==> src/rtl/cmp_arbiter.sv <==
`default_nettype none
// ---------------------------------------------------------------------------
// cmp_arbiter : round-robin sequencer sharing one 4-bit unsigned comparator
// rev 1.0
// ---------------------------------------------------------------------------

module cmp_gt4 (
   input  logic [3:0] a,
   input  logic [3:0] b,
   output logic       gt
);
   assign gt = (a > b);
endmodule

module cmp_arbiter #(
   parameter int NREQ = 4,
   parameter int IDW  = (NREQ > 2) ? $clog2(NREQ) : 1
) (
   input  logic              clk,
   input  logic              rst_n,
   input  logic [NREQ-1:0]   req_valid,
   input  logic [4*NREQ-1:0] req_a,
   input  logic [4*NREQ-1:0] req_b,
   output logic [NREQ-1:0]   req_ready,
   output logic              rsp_valid,
   input  logic              rsp_ready,
   output logic              rsp_gt,
   output logic [IDW-1:0]    rsp_id,
   output logic [7:0]        op_count
);

   typedef enum logic [1:0] {
      S_IDLE = 2'd0,
      S_CMP  = 2'd1,
      S_RESP = 2'd2
   } state_t;

   state_t         state;
   state_t         state_nx;
   logic [IDW-1:0] ptr;
   logic [IDW-1:0] ptr_nx;
   logic [IDW-1:0] id_r;
   logic [IDW-1:0] pick_id;
   logic           pick_vld;
   logic [3:0]     pick_a;
   logic [3:0]     pick_b;
   logic [3:0]     op_a;
   logic [3:0]     op_b;
   logic           cmp_gt;

   // Search from ptr upward with wrap; descending loop so the nearest hit wins.
   always_comb begin
      pick_vld = 1'b0;
      pick_id  = '0;
      for (int k = NREQ - 1; k >= 0; k--) begin
         if (req_valid[(int'(ptr) + k) % NREQ]) begin
            pick_vld = 1'b1;
            pick_id  = IDW'((int'(ptr) + k) % NREQ);
         end
      end
   end

   assign pick_a = req_a[4*int'(pick_id) +: 4];
   assign pick_b = req_b[4*int'(pick_id) +: 4];
   assign ptr_nx = (int'(pick_id) == NREQ - 1) ? '0 : pick_id + 1'b1;

   cmp_gt4 u_cmp (
      .a  (op_a),
      .b  (op_b),
      .gt (cmp_gt)
   );

   // Grant is suppressed while reset is held, since state already reads IDLE.
   always_comb begin
      req_ready = '0;
      if (rst_n && (state == S_IDLE) && pick_vld) begin
         req_ready[pick_id] = 1'b1;
      end
   end

   always_comb begin
      state_nx = state;
      case (state)
         S_IDLE:  if (pick_vld) state_nx = S_CMP;
         S_CMP:   state_nx = S_RESP;
         S_RESP:  if (rsp_ready) state_nx = S_IDLE;
         default: state_nx = S_IDLE;
      endcase
   end

   always_ff @(posedge clk or negedge rst_n) begin
      if (!rst_n) begin
         state <= S_IDLE;
      end else begin
         state <= state_nx;
      end
   end

   always_ff @(posedge clk or negedge rst_n) begin
      if (!rst_n) begin
         ptr       <= '0;
         op_a      <= 4'd0;
         op_b      <= 4'd0;
         id_r      <= '0;
         rsp_valid <= 1'b0;
         rsp_gt    <= 1'b0;
         rsp_id    <= '0;
         op_count  <= 8'd0;
      end else begin
         case (state)
            S_IDLE: begin
               if (pick_vld) begin
                  op_a <= pick_a;
                  op_b <= pick_b;
                  id_r <= pick_id;
                  ptr  <= ptr_nx;
               end
            end
            S_CMP: begin
               rsp_gt    <= cmp_gt;
               rsp_id    <= id_r;
               rsp_valid <= 1'b1;
            end
            S_RESP: begin
               if (rsp_ready) begin
                  rsp_valid <= 1'b0;
                  op_count  <= op_count + 8'd1;
               end
            end
            default: ;
         endcase
      end
   end

endmodule
`default_nettype wire

==> config.mk <==
export PLATFORM = sky130hd
export DESIGN_NAME = cmp_arbiter
export DESIGN_NICKNAME = d
export VERILOG_FILES = /design/src/rtl/cmp_arbiter.sv
export SDC_FILE = /design/constraint.sdc
export NUM_CORES = 1
export LEC_CHECK = 0
export BUFFER_PORTS_ARGS = -buffer_cell sky130_fd_sc_hd__buf_2
export CORE_UTILIZATION = 51
export CTS_BUF_LIST = sky130_fd_sc_hd__clkbuf_8
export CTS_CLUSTER_DIAMETER = 30
export DETAILED_ROUTE_END_ITERATION = 8
export GPL_TIMING_DRIVEN = 0
export PLACE_DENSITY = 0.92
export SYNTH_ARGS = -nofsm -noshare
export SYNTH_HDL_FRONTEND = slang
export SYNTH_SLANG_ARGS = --single-unit
==> constraint.sdc <==
create_clock -name clk -period 1.8 [get_ports clk]
set_input_delay 0.09 -clock clk [delete_from_list [all_inputs] [get_ports clk]]
set_output_delay 0.09 -clock clk [all_outputs]
set_load 0.02 [all_outputs]
---- After elaboration in Yosys (flattened, before gate mapping) ----
Index checks and enable logic that the tools add are counted.
cells by class
  $mul .................................... 0
  bitwise gates (word level) .............. 3
  shift-type cells ........................ 2
  reductions and logical operators ........ 12
  add/subtract/negate cells ............... 5
  eq/ne operators ......................... 5
  div/mod/pow operators ................... 0
  magnitude comparators ................... 7
  mux-type cells .......................... 28
operators with widths
  cell                                                                           count
  16-bit by 5-bit indexed part select with 4-bit output                          2
  2-bit two-way mux                                                              7
  1-bit two-way mux                                                              13
  3-bit by 4-bit less-than comparator with 1-bit output (second input constant)  3
  8-bit by 1-bit adder with 8-bit output (second input constant)                 1
  1-bit binary-select mux with 2-bit select                                      4
  2-bit AND reduction                                                            4
  2-bit by 3-bit less-than comparator with 1-bit output (second input constant)  2
  2-bit one-hot mux with 3 select lines                                          1
  2-bit OR reduction                                                             3
  2-bit by 1-bit adder with 2-bit output (second input constant)                 2
  2-bit adder (second input constant)                                            2
  2-bit by 1-bit == test with 1-bit output (second input constant)               2
  4-bit > comparator                                                             1
  4-bit two-way mux                                                              1
  2-bit != test (second input constant)                                          2
  1-bit bitwise AND (first input constant)                                       3
  1-bit logical AND                                                              3
  1-bit demux with 2-bit select                                                  1
  2-bit == test (second input constant)                                          1
  2-bit by 1-bit >= comparator with 1-bit output (second input constant)         1
  2-bit zero test                                                                1
  1-bit one-hot mux with 2 select lines                                          1
  2-bit nonzero test                                                             1
storage, ports and cells
  register bits after elaboration ......... 26
  word-level logic and storage cells ...... 71
  memory bits (read-only) ................. 0
  input port bits ......................... 39
  memories kept ........................... 0
  latch bits .............................. 0
  bits in writable memories ............... 0
  output and inout port bits .............. 16

---- Depth between registers and ports, before layout ----
Gate-level depths: netlist (run 1).
  depth after elaboration ................. 15
  gate-level depth with buffers ........... 7
  gate-level depth less buffers ........... 7

---- Hierarchy ----
From an unflattened synthesis (run 1), not the netlist that was laid out.
second synthesis, totals
  cells, all modules ...................... 152
  area total of the unflattened synthesis .. 1,514.0 µm²
by module, submodules not included
  module       cells each  area an instance (µm²)  sequential area each (µm²)  times used
  cmp_arbiter  139         1,415.1                 650.6                       1
  cmp_gt4      13          98.8                    0.0                         1

---- Least setup slack after synthesis (run 1) ----
Ideal clock, no wire load.
  path type ............................... reg-to-output
  start ................................... reg ptr[0]
  end ..................................... out req_ready[2]
  arrival time ............................ 1,766 ps
  slack ................................... -56 ps
  required time ........................... 1,710 ps
  buffers on the path ..................... 1
  stages on the path, launching flop included .. 6
  cell sequence ........................... dfrtp_1 nand2b_1 o22ai_2 a21oi_2 buf_6 nor4_1
on the way
  word-level cells in the longest chain between the ends .. 13
  elaborated cells between the ends (all ways) .. 29
  those cells by class .................... add/sub: 3; order compare: 2; mux: 22; reduce/logical: 2
ends and longest elaborated chain
  element                                                                                                                                        RTL line  source
  start, declared                                                                                                                                40        logic [IDW-1:0] ptr;
  start signal, assigned                                                                                                                         116       ptr <= ptr_nx;
  2-bit adder                                                                                                                                    56, 58
  1-bit binary-select mux with 2-bit select                                                                                                      56        if (req_valid[(int'(ptr) + k) % NREQ]) begin
  1-bit two-way mux (implied by the code) (2 in a row)                                                                                           56
  2-bit two-way mux (4 in a row)                                                                                                                 56
  2-bit by 3-bit less-than comparator with 1-bit output (implied by the code) or 2-bit by 1-bit >= comparator with 1-bit output (tied branches)  77        req_ready[pick_id] = 1'b1;
  1-bit logical AND (implied by the code)                                                                                                        77
  1-bit two-way mux (implied by the code)                                                                                                        77
  1-bit demux with 2-bit select                                                                                                                  77
  4-bit two-way mux (*)                                                                                                                          76        if (rst_n && (state == S_IDLE) && pick_vld) begin
  end, declared                                                                                                                                  24        output logic [NREQ-1:0] req_ready,
Every way passes the cells marked *; elsewhere a longest branch is shown, timed or not. The select of a mux whose other input is x is not followed.

---- Worst setup path after layout (run 1) ----
  start ................................... reg ptr[1]
  end ..................................... reg op_a[2]
on the way
  word-level cells in the longest chain between the ends .. 9
  elaborated cells between the ends (all ways) .. 24
  those cells by class .................... add/sub: 3; shift: 1; mux: 19; reduce/logical: 1
ends and longest elaborated chain
  element                                                                                       RTL line  source
  2-bit adder                                                                                   56, 58
  1-bit binary-select mux with 2-bit select                                                     56
  1-bit two-way mux (implied by the code) (2 in a row)                                          56
  2-bit two-way mux or 1-bit two-way mux (tied branches) (4 in a row)                           56
  16-bit by 5-bit indexed part select with 4-bit output or 2-bit AND reduction (tied branches)  --
  end signal, assigned                                                                          113       op_a <= pick_a;
  end, declared                                                                                 47        logic [3:0] op_a;
Several ways; a longest one is shown, not always the timed one. The select of a mux whose other input is x is not followed.
A chain may end at the register's enable or synchronous reset.

==> results of run 1 <==
==> report_power, final <==
| group | internal (W) | switching (W) |
|---|---|---|
| Sequential | 0.000845 | 0.000215 |
| Combinational | 0.000981 | 0.00113 |
| Clock | 0.000150 | 0.000166 |
| Total | 0.00198 | 0.00151 |
==> kinds of logic (layout without fill, tap and decap cells) <==
| kind of cell | Yosys count | in the layout |
|---|---|---|
| simple gates | 49 | 49 |
| compound gates | 32 | 32 |
| flops | 26 | 26 |
| buf+inv | 20 | 89 |
| mux | 12 | 12 |
| xor+xnor | 8 | 8 |
| fa+ha+maj | 5 | 5 |
==> synth_stat cells (2+ instances only) <==
library cell,number,area (sq um)
a21oi_1,3,15.0
nand2_1,15,56.3
dfrtp_1,26,651
ha_1,5,62.6
nor2_1,13,48.8
nor4_1,3,18.8
buf_2,2,10.0
nand4_1,4,25.0
a211oi_2,7,87.6
o221a_2,8,90.1
nand2b_1,3,18.8
xnor2_1,7,61.3
mux2_2,3,33.8
o21a_1,2,15.0
mux2i_1,9,90.1
inv_1,15,56.3
o21ai_0,5,25.0
nor3_1,2,10.0
==> per-layer routing <==
metal	vias to the layer above	global-route usage	part of all wire
met4	0	0.115	0.027
li1	680	-	-
met3	10	0.0290	0.042
met5	-	0	0
met1	691	0.288	0.40
met2	65	0.399	0.53
==> cell type report <==
cell class / instances / share of cell area
Multi-Input combinational cell: 106 / 0.441
Sequential cell: 26 / 0.293
Timing Repair Buffer: 68 / 0.194
Inverter: 16 / 0.0291
Clock buffer: 3 / 0.0185
Tap cell: 31 / 0.0174
Buffer: 2 / 0.00729
==> stage by stage <==
| step | instances | utilization |
|---|---|---|
| 2_1_floorplan | 152 | - |
| 3_3_place_gp | 237 | 0.664 |
| 3_5_place_dp | 237 | 0.664 |
| 4_1_cts | 251 | 0.750 |
| 5_1_grt | 252 | 0.782 |
| 6_report | 252 | 0.782 |
==> repair_timing <==
item | 4_1_cts | 5_1_grt
setup buffers | 9 | 3
hold buffers | 2 | 0
gates resized for setup | 18 | 21
endpoints found under the hold margin | 26 | 0
pin swaps | 6 | 15
gates cloned | 0 | 0
setup endpoints to repair | 10 | 13
==> worst max-delay path, stage by stage (launching register included) <==
cell,delay [ns]
dfrtp_2,0.50
buf_12,0.16
o22ai_4,0.18
a21oi_2,0.07
buf_6,0.15
buf_4,0.16
o221a_2,0.27
a211oi_2,0.21
==> flip-flops by register name, indices dropped and copies added, names as in the netlist <==
signal,flops
op_a,4
state,2
op_b,4
ptr,2
rsp_gt,1
rsp_valid,1
id_r,2
op_count,8
rsp_id,2
==> worst paths after layout <==
| kind | depth (start not counted) | startpoint | to |
|---|---|---|---|
| worst max-delay path | 7 | ptr[1] | op_a[2] |
| worst min register to register | 1 | op_count[7] | op_count[7] |
| min in group asynchronous | 3 | rst_n | op_count[0] |
| worst max register to register | 7 | ptr[1] | op_a[2] |
| worst min-delay path | 2 | rsp_ready | state[1] |
| max in group asynchronous | 3 | rst_n | ptr[0] |
==> metrics.md, run 1 <==
| Metric | Value |
|---|---|
| R2r setup slk | `~0.0032 ns` |
| GPL Wtd Cong | `between 0.7 and 0.8` |
| DP Area | `approximately 1900 sq um` |
| Setup TNS | `0 ns` |
| Area occupied by multi-input gates | `roughly 1000 sq um` |
| Commonest non-fill, non-tap cell in the layout | `buf_2` |
| CTS tree | `yes` |
| Fin nets | `roughly 270` |
| Status | `complete, but fails checks` |
| Die Y | `57.6 um` |
| Tcrit/Tclk final | `0.998` |
| Most frequent cells in the layout | `51 x buf_2, 24 x dfrtp_1, 15 x inv_1` |
| H-tree Lvls | `1` |
| Die area | `between 3000 and 4000 sq um` |
| Max capacitance violation total | `0` |
| EDFF count, synth | `0` |
| Syn_nets | `about 200` |
| Share of cells above drive strength 1 | `0.516` |
| Filler cells | `161` |
| Drt drc | `4` |
| CP endpoint kind | `flip-flop` |
| CP Data Required Time | `a little under 2 ns` |
| Netlist Area Pre-Place | `between 1500 and 2000 sq um` |
| RSZ-0062 raised after global routing | `true` |
| Setup violators final | `0` |
| Worst vdd ir | `roughly 1 mV` |
| Fin area | `between 2000 and 2500 sq um` |
| Tot GR Track Use | `0.232` |
| DR iter-0 viols | `45` |
| CP Launch Type | `flip-flop` |
| Largest net degree at the start of global routing | `27` |
| Ys async rst share | `1.00` |
| HPWL after detailed placement | `2520 um` |
| Synth Area in Compound Gates | `0.190` |
| Crit-path max FO | `7` |
| Die width | `57.6 um` |
| CTS Root Cell | `clkbuf_8` |
| Failing checks | `DRC` |
| Synth Area in Simple Gates | `0.170` |
| Lkg Pwr | `between 1 and 1.5 nW` |
| IO Count | `between 50 and 60` |
| Hold Slack | `0.0579 ns` |
| Syn Area/Cell | `10.4 sq um` |
| Post-synthesis mux area share | `0.0785` |
| Starting density of the core | `0.553` |
| Slew Limit Fails | `0` |
| Area Overhead vs Synth | `41.5%` |
| Netlist cell types | `38` |
| Sink Count | `26` |
| Vias per Instance | `about 5.7` |
| Crit Path Category | `flip-flop to flip-flop` |
| Via count | `approximately 1400` |
| Hold Crit Class | `input pin to flip-flop` |
| Register area | `roughly 650 sq um` |
| Max Freq | `0.557 GHz` |
| P per Cell Area | `around 1600 nW/um^2` |
| Fin. Hold Viols | `0` |
| Initial antenna violation count | `0` |
| FF+latch count, synth | `26` |
| Vias in the first global route | `about 1400` |
| Number of CTS-inserted buffers | `3` |
| Largest family of logic cells by synthesized area | `compound AO/OA/AOI/OAI gates` |
| Clock Pin Slew Worst Setup and Hold Paths | `around 0.080 ns` |
| Row cnt | `19` |
| Inserted Diodes | `0` |
| IO Port Bufs | `54` |
| Final Critical Period | `1.80 ns` |
| Clock tree buffer depth | `2` |
| First-pass GRT wire length | `5920 um` |
| Final Worst Setup Slack | `around 0.0032 ns` |
| Worst EP arrival | `approximately 2.0 ns` |
| Worst skew pair latency | `about 0.26 ns` |
| Worst-margin pin slew | `0.340 ns` |
| ANT nets after route | `0` |
| Worst slew margin | `0.771` |
| Post-synthesis sequential area ratio | `0.412` |
| Core area | `2850 sq um` |
| Adder-Cell Fraction of Synth Area | `0.0397` |
| Pwr Total | `0.00348 W` |
| Routed WL | `3990 um` |
| Gate Count Post-Synth | `152` |
| DR pass1 iterations | `6` |
| Total gr overflow | `0` |
| Skew final | `approximately 0.0033 ns` |
| Post-synth top flop | `dfrtp_1` |
| Avg WL per Cell | `roughly 16 um` |
| Post-Place Setup Slack | `-0.0270 ns` |
| Xor/xnor share of the synthesized area | `0.0444` |
| Syn. warnings | `0` |
Power figures use the tool's default switching activity.
==> inputs of run 2 (changes only) <==
- CORE_UTILIZATION: 51 -> 49
- CTS_BUF_LIST: sky130_fd_sc_hd__clkbuf_8 -> default
- HOLD_SLACK_MARGIN: default -> 0.12
- PLACE_DENSITY: 0.92 -> 0.9
- clock period: 1.8 -> 1.67 ns (I/O delays scaled with it)
==> run 2 against run 1 <==
Against the previous run:
- the run ends with setup timing left
- first-iteration DRC count up 100%
- non-clock buffer count is 19 higher
- design area up 8.2%
- routed wire length is 24% higher
- flip-flop and latch count is the same
- critical path depth is 2 lower
- clock skew grew 0.0034 ns
- register-to-register slack got worse by 0.17 ns
- global-route usage grew 1.4 points
- die area up 3.9%
- utilization grew 0.89 points
- sequential share of layout area fell by 2.3 points
- critical endpoint is now req_ready[3]
- largest power group unchanged
==> metrics.md, run 2 (synthesis gave the netlist of run 1 again) <==
| Metric | Value |
|---|---|
| Largest regs | `op_count (8), op_a (4), op_b (4)` |
| Worst vdd ir | `approximately 1.1 mV` |
| GPL Wtd Cong | `about 0.73` |
| CP endpoint kind | `output port` |
| Final Worst Setup Slack | `-0.225 ns` |
| Tot GR Track Use | `0.245` |
| Avg WL per Cell | `between 15 and 20 um` |
| Hold Slack | `approximately 0.14 ns` |
| Drt drc | `0` |
| Clock tree buffer depth | `2` |
| Fin nets | `around 290` |
| Die width | `slightly below 60 um` |
| IO Count | `55` |
| Commonest non-fill, non-tap cell in the layout | `buf_2` |
| CP Launch Type | `flip-flop` |
| IO Port Bufs | `54` |
| Routed WL | `just under 5000 um` |
| P per Cell Area | `around 1700 nW/um^2` |
| Slowest-stage cell, CP | `or3_4` |
| Fin. Hold Viols | `0` |
| CP Data Required Time | `roughly 1.6 ns` |
| Worst skew pair latency | `0.32 ns` |
| Inserted Diodes | `0` |
| Core area | `3050 sq um` |
| Most frequent cells in the layout | `52 x buf_2, 26 x buf_4, 25 x dfrtp_1` |
| Slew Limit Fails | `0` |
| Lkg Pwr | `roughly 1.2 nW` |
| Via count | `between 1500 and 2000` |
| Vias per Instance | `about 5.5` |
| Final core utilization | `0.791` |
| DR iter-0 viols | `roughly 90` |
| ANT nets after route | `0` |
| Die Y | `between 50 and 60 um` |
| Buf/Inv on CP | `2` |
| First-pass GRT wire length | `approximately 6200 um` |
| Initial antenna violation count | `0` |
| Status | `complete, but fails checks` |
| Crit-path max FO | `4` |
| Worst slew margin | `0.768` |
| Worst-margin pin slew | `about 0.34 ns` |
| Share of cells above drive strength 1 | `0.544` |
| Worst-path cell chain | `or3_4 > inv_6 > nand2_8 > nor4_4 > buf_4` |
| Skew final | `0.00674 ns` |
| Total gr overflow | `0` |
| Failing checks | `setup timing` |
| Most flops, register | `op_count` |
| Final Critical Period | `approximately 1.9 ns` |
| DR pass1 iterations | `4` |
| Max capacitance violation total | `0` |
| H-tree Lvls | `1` |
| Cell count after placement | `250` |
| Tcrit/Tclk final | `1.13` |
| CTS tree | `yes` |
| Setup violators final | `12` |
| Pwr Total | `between 0.004 and 0.005 W` |
| Number of CTS-inserted buffers | `3` |
| Number of flip-flops in the largest register | `8` |
| RSZ-0062 raised after global routing | `true` |
| Largest net degree at the start of global routing | `27` |
| Die area | `around 3500 sq um` |
| Hold Crit Class | `input pin to flip-flop` |
| Starting density of the core | `0.517` |
| CTS Root Cell | `clkbuf_4` |
| Worst EP arrival | `roughly 1.8 ns` |
| Clock Pin Slew Worst Setup and Hold Paths | `0.14 ns` |
| Vias in the first global route | `about 1400` |
| Area Overhead vs Synth | `53.1%` |
| Row cnt | `20` |
| Sink Count | `26` |
| Critical path's top delay family | `simple AND/OR/NAND/NOR gates` |
| HPWL after detailed placement | `approximately 2500 um` |
| Filler cells | `about 180` |
| CP peak stage delay | `between 0.4 and 0.5 ns` |
| Crit Path Category | `flip-flop to output port` |
| Max Freq | `between 0.5 and 0.6 GHz` |
| Final Instance Count excl. Fillers | `285` |
## run 2: cell types whose count changed in the layout (fill, tap and decap cells not counted), moves of 3 or more
| cell | previous run | this run |
|---|---|---|
| o221a_4 | 0 | 7 |
| buf_4 | 12 | 26 |
| o221a_2 | 8 | 1 |
| dlygate4sd3_1 | 1 | 4 |
| clkbuf_4 | 0 | 3 |
## run 2: per-stage QoR
stage               TNS [ns]  setup slack (ns)  area (sq um)
global placement      -0.943            -0.122          1910
finish                 -1.75            -0.225          2420
detailed placement     -1.23            -0.158          1910
CTS                    -1.30            -0.176          2190
global route           -2.31            -0.251          2420
floorplan             -0.486            -0.162          1580
## run 2: final timing paths
path,start,endpoint,slack [ns],depth (start not counted)
max,state[0],req_ready[3],-0.22,5
min,req_a[5],op_a[1],0.14,3
max reg2reg,ptr[1],op_b[3],-0.17,7
min reg2reg,op_count[7],op_count[7],0.48,1
max in group asynchronous,rst_n,ptr[1],1.15,3
min in group asynchronous,rst_n,rsp_valid,0.36,3
## run 2: timing repair
item | in CTS | in global routing
resized for setup | 20 | 24
hold endpoints to repair | 28 | 0
hold buffers | 5 | 0
endpoints found under the setup margin | 14 | 13
setup buffers | 16 | 13
pin swaps | 8 | 13
## run 2: power breakdown
part | internal [W] | leakage (nW) | switching (W)
combinational | 0.00128 | 0.866 | 0.00134
sequential | 0.000907 | 0.307 | 0.000248
clock | 0.000133 | 0.0210 | 0.000182
## run 2: worst register-to-register path, cell delays in order (launching register included)
cell and delay [ns]:
dfrtp_2 0.50, a21boi_2 0.22, o22ai_4 0.11, nand2b_4 0.20, buf_4 0.16, buf_4 0.13, mux2i_2 0.15, a211oi_2 0.27
## run 2: cell type report
class                   instances  area, sq um  area share
plain buffers                   2         16.3     0.00673
clock buffers                   4         36.3      0.0150
inverters                      16         65.1      0.0269
multi-input cells             106         1020       0.423
flip-flops and latches         26          652       0.270
well taps                      44         55.1      0.0228
repair buffers                 87          571       0.236
## run 2: metal layers
layer  up-vias  share of wire  track usage
met5         -              0            0
met4         0          0.027        0.122
met3        16          0.053       0.0264
met2        79           0.54        0.446
met1       755           0.38        0.284
li1        716              -            -
